[src/rtl/hwpe_ctrl_job_dispatcher.sv]
// rtl/hwpe_ctrl_job_dispatcher.sv - job-context ring and engine sequencer shared by offloading cores
module hwpe_ctrl_job_dispatcher #(
    parameter int N_CONTEXT = 2,
    parameter int N_CORES   = 16,
    parameter int CTX_W     = $clog2(N_CONTEXT),
    parameter int ID_W      = $clog2(N_CORES)
) (
    input  logic                           clk_i,
    input  logic                           rst_i,
    input  logic                           acquire_req_i,
    input  logic [ID_W-1:0]                acquire_id_i,
    output logic                           acquire_valid_o,
    output logic                           acquire_granted_o,
    output logic [CTX_W-1:0]               acquire_ctx_o,
    input  logic                           trigger_i,
    output logic [CTX_W-1:0]               pointer_ctx_o,
    output logic [CTX_W-1:0]               running_ctx_o,
    output logic                           start_o,
    input  logic                           engine_done_i,
    output logic                           busy_o,
    output logic [N_CORES-1:0]             evt_o,
    output logic [$clog2(N_CONTEXT+1)-1:0] nb_occupied_o
);

    localparam int CNT_W = $clog2(N_CONTEXT + 1);
    localparam logic [CNT_W-1:0]   CNT_FULL = CNT_W'(N_CONTEXT);
    localparam logic [N_CORES-1:0] EVT_ONE  = N_CORES'(1);

    localparam logic [1:0] CTX_FREE   = 2'd0;
    localparam logic [1:0] CTX_ACQ    = 2'd1;
    localparam logic [1:0] CTX_QUEUED = 2'd2;
    localparam logic [1:0] CTX_RUN    = 2'd3;

    localparam logic [1:0] S_IDLE  = 2'd0;
    localparam logic [1:0] S_START = 2'd1;
    localparam logic [1:0] S_RUN   = 2'd2;
    localparam logic [1:0] S_DONE  = 2'd3;

    logic [1:0]       ctx_state_q [N_CONTEXT];
    logic [1:0]       ctx_state_d [N_CONTEXT];
    logic [ID_W-1:0]  owner_q     [N_CONTEXT];
    logic [ID_W-1:0]  owner_d     [N_CONTEXT];
    logic [CTX_W-1:0] ptr_q, ptr_d, run_q, run_d, run_nxt;
    logic [CNT_W-1:0] cnt_q, cnt_d;
    logic             lock_q, lock_d;
    logic [1:0]       fsm_q, fsm_d;
    logic             acq_valid_q, acq_valid_d;
    logic             acq_granted_q, acq_granted_d;
    logic [CTX_W-1:0] acq_ctx_q, acq_ctx_d;
    logic             grant, trig_ok, done_free;

    always_comb begin
        // Decisions use pre-cycle lock/count only, so a slot freed by DONE this cycle is not reusable yet
        grant     = acquire_req_i && !lock_q && (cnt_q < CNT_FULL);
        trig_ok   = trigger_i && lock_q;
        done_free = (fsm_q == S_DONE);
        run_nxt   = run_q + CTX_W'(1);

        ctx_state_d   = ctx_state_q;
        owner_d       = owner_q;
        ptr_d         = ptr_q;
        run_d         = run_q;
        lock_d        = lock_q;
        fsm_d         = fsm_q;
        acq_valid_d   = acquire_req_i;
        acq_granted_d = grant;
        acq_ctx_d     = grant ? ptr_q : '0;

        if (grant) begin
            ctx_state_d[ptr_q] = CTX_ACQ;
            owner_d[ptr_q]     = acquire_id_i;
            lock_d             = 1'b1;
        end
        if (trig_ok) begin
            ctx_state_d[ptr_q] = CTX_QUEUED;
            ptr_d              = ptr_q + CTX_W'(1);
            lock_d             = 1'b0;
        end

        case (fsm_q)
            S_IDLE: begin
                if (ctx_state_q[run_q] == CTX_QUEUED) fsm_d = S_START;
            end
            S_START: begin
                ctx_state_d[run_q] = CTX_RUN;
                fsm_d              = S_RUN;
            end
            S_RUN: begin
                if (engine_done_i) fsm_d = S_DONE;
            end
            default: begin
                ctx_state_d[run_q] = CTX_FREE;
                run_d              = run_nxt;
                fsm_d              = (ctx_state_q[run_nxt] == CTX_QUEUED) ? S_START : S_IDLE;
            end
        endcase

        case ({grant, done_free})
            2'b10:   cnt_d = cnt_q + CNT_W'(1);
            2'b01:   cnt_d = cnt_q - CNT_W'(1);
            default: cnt_d = cnt_q;
        endcase
    end

    always_ff @(posedge clk_i) begin
        if (rst_i) begin
            for (int i = 0; i < N_CONTEXT; i++) begin
                ctx_state_q[i] <= CTX_FREE;
                owner_q[i]     <= '0;
            end
            ptr_q         <= '0;
            run_q         <= '0;
            cnt_q         <= '0;
            lock_q        <= 1'b0;
            fsm_q         <= S_IDLE;
            acq_valid_q   <= 1'b0;
            acq_granted_q <= 1'b0;
            acq_ctx_q     <= '0;
        end else begin
            ctx_state_q   <= ctx_state_d;
            owner_q       <= owner_d;
            ptr_q         <= ptr_d;
            run_q         <= run_d;
            cnt_q         <= cnt_d;
            lock_q        <= lock_d;
            fsm_q         <= fsm_d;
            acq_valid_q   <= acq_valid_d;
            acq_granted_q <= acq_granted_d;
            acq_ctx_q     <= acq_ctx_d;
        end
    end

    always_ff @(posedge clk_i) begin
        if (!rst_i) begin
            assert (cnt_q <= CNT_FULL);
            assert (!(done_free && cnt_q == '0));
        end
    end

    assign acquire_valid_o   = acq_valid_q;
    assign acquire_granted_o = acq_granted_q;
    assign acquire_ctx_o     = acq_ctx_q;
    assign pointer_ctx_o     = ptr_q;
    assign running_ctx_o     = run_q;
    assign start_o           = (fsm_q == S_START);
    assign busy_o            = (fsm_q != S_IDLE);
    assign evt_o             = done_free ? (EVT_ONE << owner_q[run_q]) : '0;
    assign nb_occupied_o     = cnt_q;

endmodule

[config.mk]
export PLATFORM = sky130hd
export DESIGN_NAME = hwpe_ctrl_job_dispatcher
export DESIGN_NICKNAME = d
export VERILOG_FILES = /design/src/rtl/hwpe_ctrl_job_dispatcher.sv
export SDC_FILE = /design/constraint.sdc
export NUM_CORES = 1
export LEC_CHECK = 0
export CAP_MARGIN = 20
export CORE_MARGIN = 2
export CORE_UTILIZATION = 50
export CTS_BUF_LIST = sky130_fd_sc_hd__clkbuf_4
export CTS_CLUSTER_SIZE = 8
export DETAILED_ROUTE_END_ITERATION = 6
export DONT_BUFFER_PORTS = 1
export GPL_ROUTABILITY_DRIVEN = 0
export PLACE_DENSITY = 0.65
export SLEW_MARGIN = 20
export SYNTH_ARGS = -nofsm -noshare
export SYNTH_HDL_FRONTEND = slang
export SYNTH_SLANG_ARGS = --single-unit
[constraint.sdc]
create_clock -name clk_i -period 4.8 [get_ports clk_i]
set_input_delay 0.24 -clock clk_i [delete_from_list [all_inputs] [get_ports clk_i]]
set_output_delay 0.24 -clock clk_i [all_outputs]
set_load 0.005 [all_outputs]
# After elaboration in Yosys (flattened, before gate mapping)
# Index checks and enable logic that the tools add are counted.
# word_totals
reg_bits	22
latch_bits	0
ram_bits	0
rom_bits	0
input_bits	9
out_inout_bits	25
elab_cells	84
mem_count	0
# classes
add_sub_neg	4
mul	0
n_div	0
magnitude_cmp	6
n_eq_ne	9
n_shift	1
mux	25
bitwise	13
n_reduce_logical	14
# op_table
op	n
4-bit 2-to-1 mux	6
2-bit 2-to-1 mux	10
16-bit 2-to-1 mux	1
1-bit by 4-bit left shift with 16-bit output, first input constant	1
2-bit equality test, second input constant	5
8-bit bitwise mux	1
4-bit one-hot mux with 2 select lines	1
2-bit greater-or-equal comparator, second input constant	3
1-bit inverter with 2-bit output	3
2-bit one-hot mux with 3 select lines	1
2-bit OR reduction	3
1-bit logical AND	5
2-bit bitwise AND	2
4-bit bitwise AND	1
2-bit demux with 1-bit select	2
4-bit demux with 1-bit select	1
2-bit by 1-bit equality test with 1-bit output, second input constant	2
2-bit by 1-bit < comparator with 1-bit output, second input constant	2
2-bit inequality test, second input constant	2
2-bit inverter	2
4-bit inverter	1
2-bit OR	2
4-bit OR	1
2-bit one-hot mux with 2 select lines	1
other kinds (11)	13

# Longest topological paths before layout
# depth
depth_word	12
ltp_mapped	6
ltp_nobuf	5

# Least setup slack after synthesis
# No wires, ideal clock.
# synth_path
path_type	reg2reg
start	register lock_q
end	register cnt_q[1] (netlist: nb_occupied_o[1])
setup_time_ns	0.071
arrival_ns	1.614
path_slack_ns	3.115
stages_incl_launch_ff	6
path_cell_list	dfxtp_1 or3b_1 buf_2 ha_1 or3_1 a21oi_1
# synth_between
elab_chain_len	5
# synth_rtl
element	line_no	source
start, declared	45	logic lock_q, lock_d;
start signal, assigned	125	lock_q <= lock_d;
1-bit zero test *	54	grant = acquire_req_i && !lock_q && (cnt_q < CNT_FULL);
1-bit logical AND * (2 in series)	54	
2-bit by 1-bit equality test with 1-bit output or 2-bit equality test (tied branches)	98	case ({grant, done_free})
2-bit one-hot mux with 2 select lines or 2-bit nonzero test (tied branches)	--	
end signal, assigned	124	cnt_q <= cnt_d;
end, declared	44	logic [CNT_W-1:0] cnt_q, cnt_d;
# Every way passes the cells marked *; elsewhere a longest branch is shown, timed or not.
# A chain may end at the register's enable or synchronous reset.

# Worst setup path in the final report
# layout_path
start	register run_q (netlist: running_ctx_o)
end	output port evt_o[2]
# layout_between
elab_chain_len	6
# layout_rtl
element	line_no	source
start, declared	43	logic [CTX_W-1:0] ptr_q, ptr_d, run_q, run_d, run_nxt;
start signal, assigned	123	run_q <= run_d;
1-bit inverter with 2-bit output (not written as such)	147	assign evt_o = done_free ? (EVT_ONE << owner_q[run_q]) : '0;
4-bit 2-to-1 mux (not written as such) (3 in series)	147	
1-bit by 4-bit left shift with 16-bit output	147	
16-bit 2-to-1 mux	147	
end, declared	21	output logic [N_CORES-1:0] evt_o,
# No other way between the ends. The select of a mux whose other input is x is not followed.

==> results.txt <==
Horiz. Die Dim = 53.4 um
FMAX = 0.498 GHz
fillcell total = 222
CP Class = flip-flop to output pin
Synthesized Nets = 161
Least-Margin Pin Slew = 0.693 ns
Critical Path AT = 1.77 ns
R2R Setup Slk = 2.99 ns
Clock Sinks = 22
critical path launch point type = flip-flop
final wirelength = 2.47 mm
Synth Register Bits = 22
sequential area share after synthesis = 0.361
post-CTS setup buffer count = 0
GRT Overall Usage = 0.194
Placement Cell Area = 0.00121 mm^2
outcome = finished, final reports clean
CTS H-tree lvls = 1
CTS tree = yes
period utilisation layout = 0.419
YS warnings = 0
Hold-fix buffers, CTS = 1
DRC Markers = 0
initial DRC count = 31
Fin. Hold Viols = 0
maximum vdd drop = 0.000250 V
via count = 990
final instance area = 0.00127 mm^2
mapped cell area = 0.00122 mm^2
I/O Buffers = 0
drt pass-1 iters = 4
post-synth cell types = 37
CTS root buf = clkbuf_4
vias in the first global route = 856
grt met2 use = 0.298
Slew Viols, Final = 0
ANT nets after route = 0
post-CTS sizing = 0
Setup TNS Final = 0 ns
PwrDens = 403 mW/mm^2
initial antenna violation count = 0
Final #Nets = 160
# placed instances = 167
GR peak layer = met2
worst skew pair latency = 0.31 ns
Via density = 5.76
endpoint class of the critical path = output pin
HP Class = primary input to flip-flop
Avg Inst Size Synth = 8.36 um^2
final cell count without fillers = 172
Die Ht = 53.4 um
share of layout cells above drive strength 1 = 0.0556
grt total ovfl = 0
slowest CP cell = dfxtp_1
Inserted Clock Buffers = 3
hold slack = 0.0460 ns
Critical Path Max Stage Delay = 0.79 ns
number of max-cap violations = 0
pre-CTS WS = 3.03 ns
Top Ports = 34
unrepaired setup endpoints after global routing = no
area grow syn2layout = 4.00%
CTS max path bufs = 2
CORE AREA = 0.00225 mm^2
Detail Placement HPWL = 1.81 mm
Diodes inserted = 0
Gate Count Post-Synth = 146
critical-path maximum fanout = 23
die area = 0.00285 mm^2
global-route wire length before repair = 3.97 mm
leakage power total = 0.477 nW
largest net degree at the start of global routing = 24
clk slew on worst S/H paths = 0.12 ns
DR WL/cell = 14.4 um
met3 Use GR = 0.0819
relative slew slack = 0.537
critical path required time = 4.56 ns
row count = 17
Final min period = 2.01 ns
Final setup viols = 0
Starting Density = 0.542
clk_skew = 0.00208 ns
M1 GR Usage = 0.247
final worst slack = 2.79 ns
crit-path cells = nor3b_1 -> o21ai_1 -> nor2_1
## state kept, by name, summed over array words and instances, names as in the netlist
register           count
acquire_ctx_o          1
acquire_valid_o        1
ctx_state_q            4
fsm_q                  2
nb_occupied_o          2
owner_q                8
pointer_ctx_o          1
running_ctx_o          1
acquire_granted_o      1
lock_q                 1
## cell usage after synthesis (all sizes together)
| library cell | number | area share |
|---|---|---|
| and4bb | 1 | 0.010 |
| or2b | 3 | 0.020 |
| a21oi | 10 | 0.041 |
| xnor2 | 2 | 0.014 |
| nor2 | 24 | 0.074 |
| nand2 | 8 | 0.025 |
| a311o | 1 | 0.0082 |
| a222oi | 1 | 0.0082 |
| a31oi | 4 | 0.020 |
| clkbuf | 1 | 0.0031 |
| o21ai | 12 | 0.049 |
| nor3 | 3 | 0.012 |
| and3b | 4 | 0.029 |
| nand3b | 3 | 0.018 |
| nor4b | 1 | 0.012 |
| ha | 6 | 0.061 |
| mux2i | 6 | 0.049 |
| and2 | 1 | 0.0051 |
| dfxtp | 22 | 0.36 |
| a211o | 2 | 0.014 |
| buf | 6 | 0.037 |
| inv | 6 | 0.018 |
| nand3 | 1 | 0.0041 |
| nor2b | 3 | 0.015 |
| nor3b | 3 | 0.018 |
| nor4 | 1 | 0.0051 |
| and3 | 2 | 0.010 |
| or3 | 1 | 0.0051 |
| nand2b | 4 | 0.020 |
| xor2 | 1 | 0.0072 |
| or3b | 2 | 0.014 |
| o32a | 1 | 0.0082 |
## logic make-up (layout without fill, tap and decap cells)
kind of cell	Yosys count	after routing	share of synthesized area
AO/OA/AOI/OAI	31	31	0.150
XOR/XNOR	3	3	0.0215
adder cells (fa/ha/maj)	6	6	0.0615
buffers and inverters	13	11	0.0584
flip-flops	22	22	0.361
multiplexers	6	6	0.0492
AND/OR/NAND/NOR	65	65	0.299
## through the flow
step / total power, mW / util
4_1_cts: 0.515 / 0.563
6_report: 0.512 / 0.563
3_3_place_gp: 0.366 / 0.536
3_5_place_dp: 0.370 / 0.536
2_1_floorplan: 0.350 / -
5_1_grt: 0.545 / 0.563
## layout make-up
| type | count | area (um^2) | area share |
|---|---|---|---|
| Clock buffer | 3 | 22.5 | 0.0177 |
| Tap cell | 28 | 35.0 | 0.0276 |
| Multi-Input combinational cell | 111 | 709 | 0.559 |
| Sequential cell | 22 | 440 | 0.347 |
| Timing Repair Buffer | 1 | 10.0 | 0.00788 |
| Clock inverter | 1 | 30.0 | 0.0236 |
| Inverter | 6 | 22.5 | 0.0177 |
## worst max-delay path: cells and delay by family (launching register included)
kind             cells  cell delay (ns)
AND/OR/NAND/NOR      2             0.49
AO/OA/AOI/OAI        1             0.17
flip-flops           1             0.79
## where the power goes
part	switching [mW]	internal, mW	leakage (nW)
clock	0.0582	0.0845	0.0279
sequential	0.0282	0.207	0.180
combinational	0.0693	0.0651	0.269
total	0.156	0.356	0.477
## worst paths after layout
kind | startpoint | to | cells past startpoint
max | running_ctx_o | evt_o[2] | 3
max reg2reg | lock_q | nb_occupied_o[1] | 4
min reg2reg | ctx_state_q[3] | ctx_state_q[3] | 2
min | acquire_id_i[3] | owner_q[7] | 2
## routing by layer
layer,vias to the layer above,share of wire
li1,504,-
met1,455,0.46
met2,29,0.46
met3,2,0.076
met4,0,0.0077
met5,-,0
## placed cells by master (no fill, tap or decap), drive strengths merged, types with 2 or more instances in the layout
master and n:
nor3 3, xnor2 2, inv 6, nand2b 4
and3b 4, nor2b 3, nand3b 3, nor3b 3
dfxtp 22, a21oi 10, ha 6, and3 2
clkbuf 3, nand2 8, o21ai 12, or3b 2
a31oi 4, nor2 24, mux2i 6, a211o 2
or2b 3
Power figures use the tool's default switching activity.
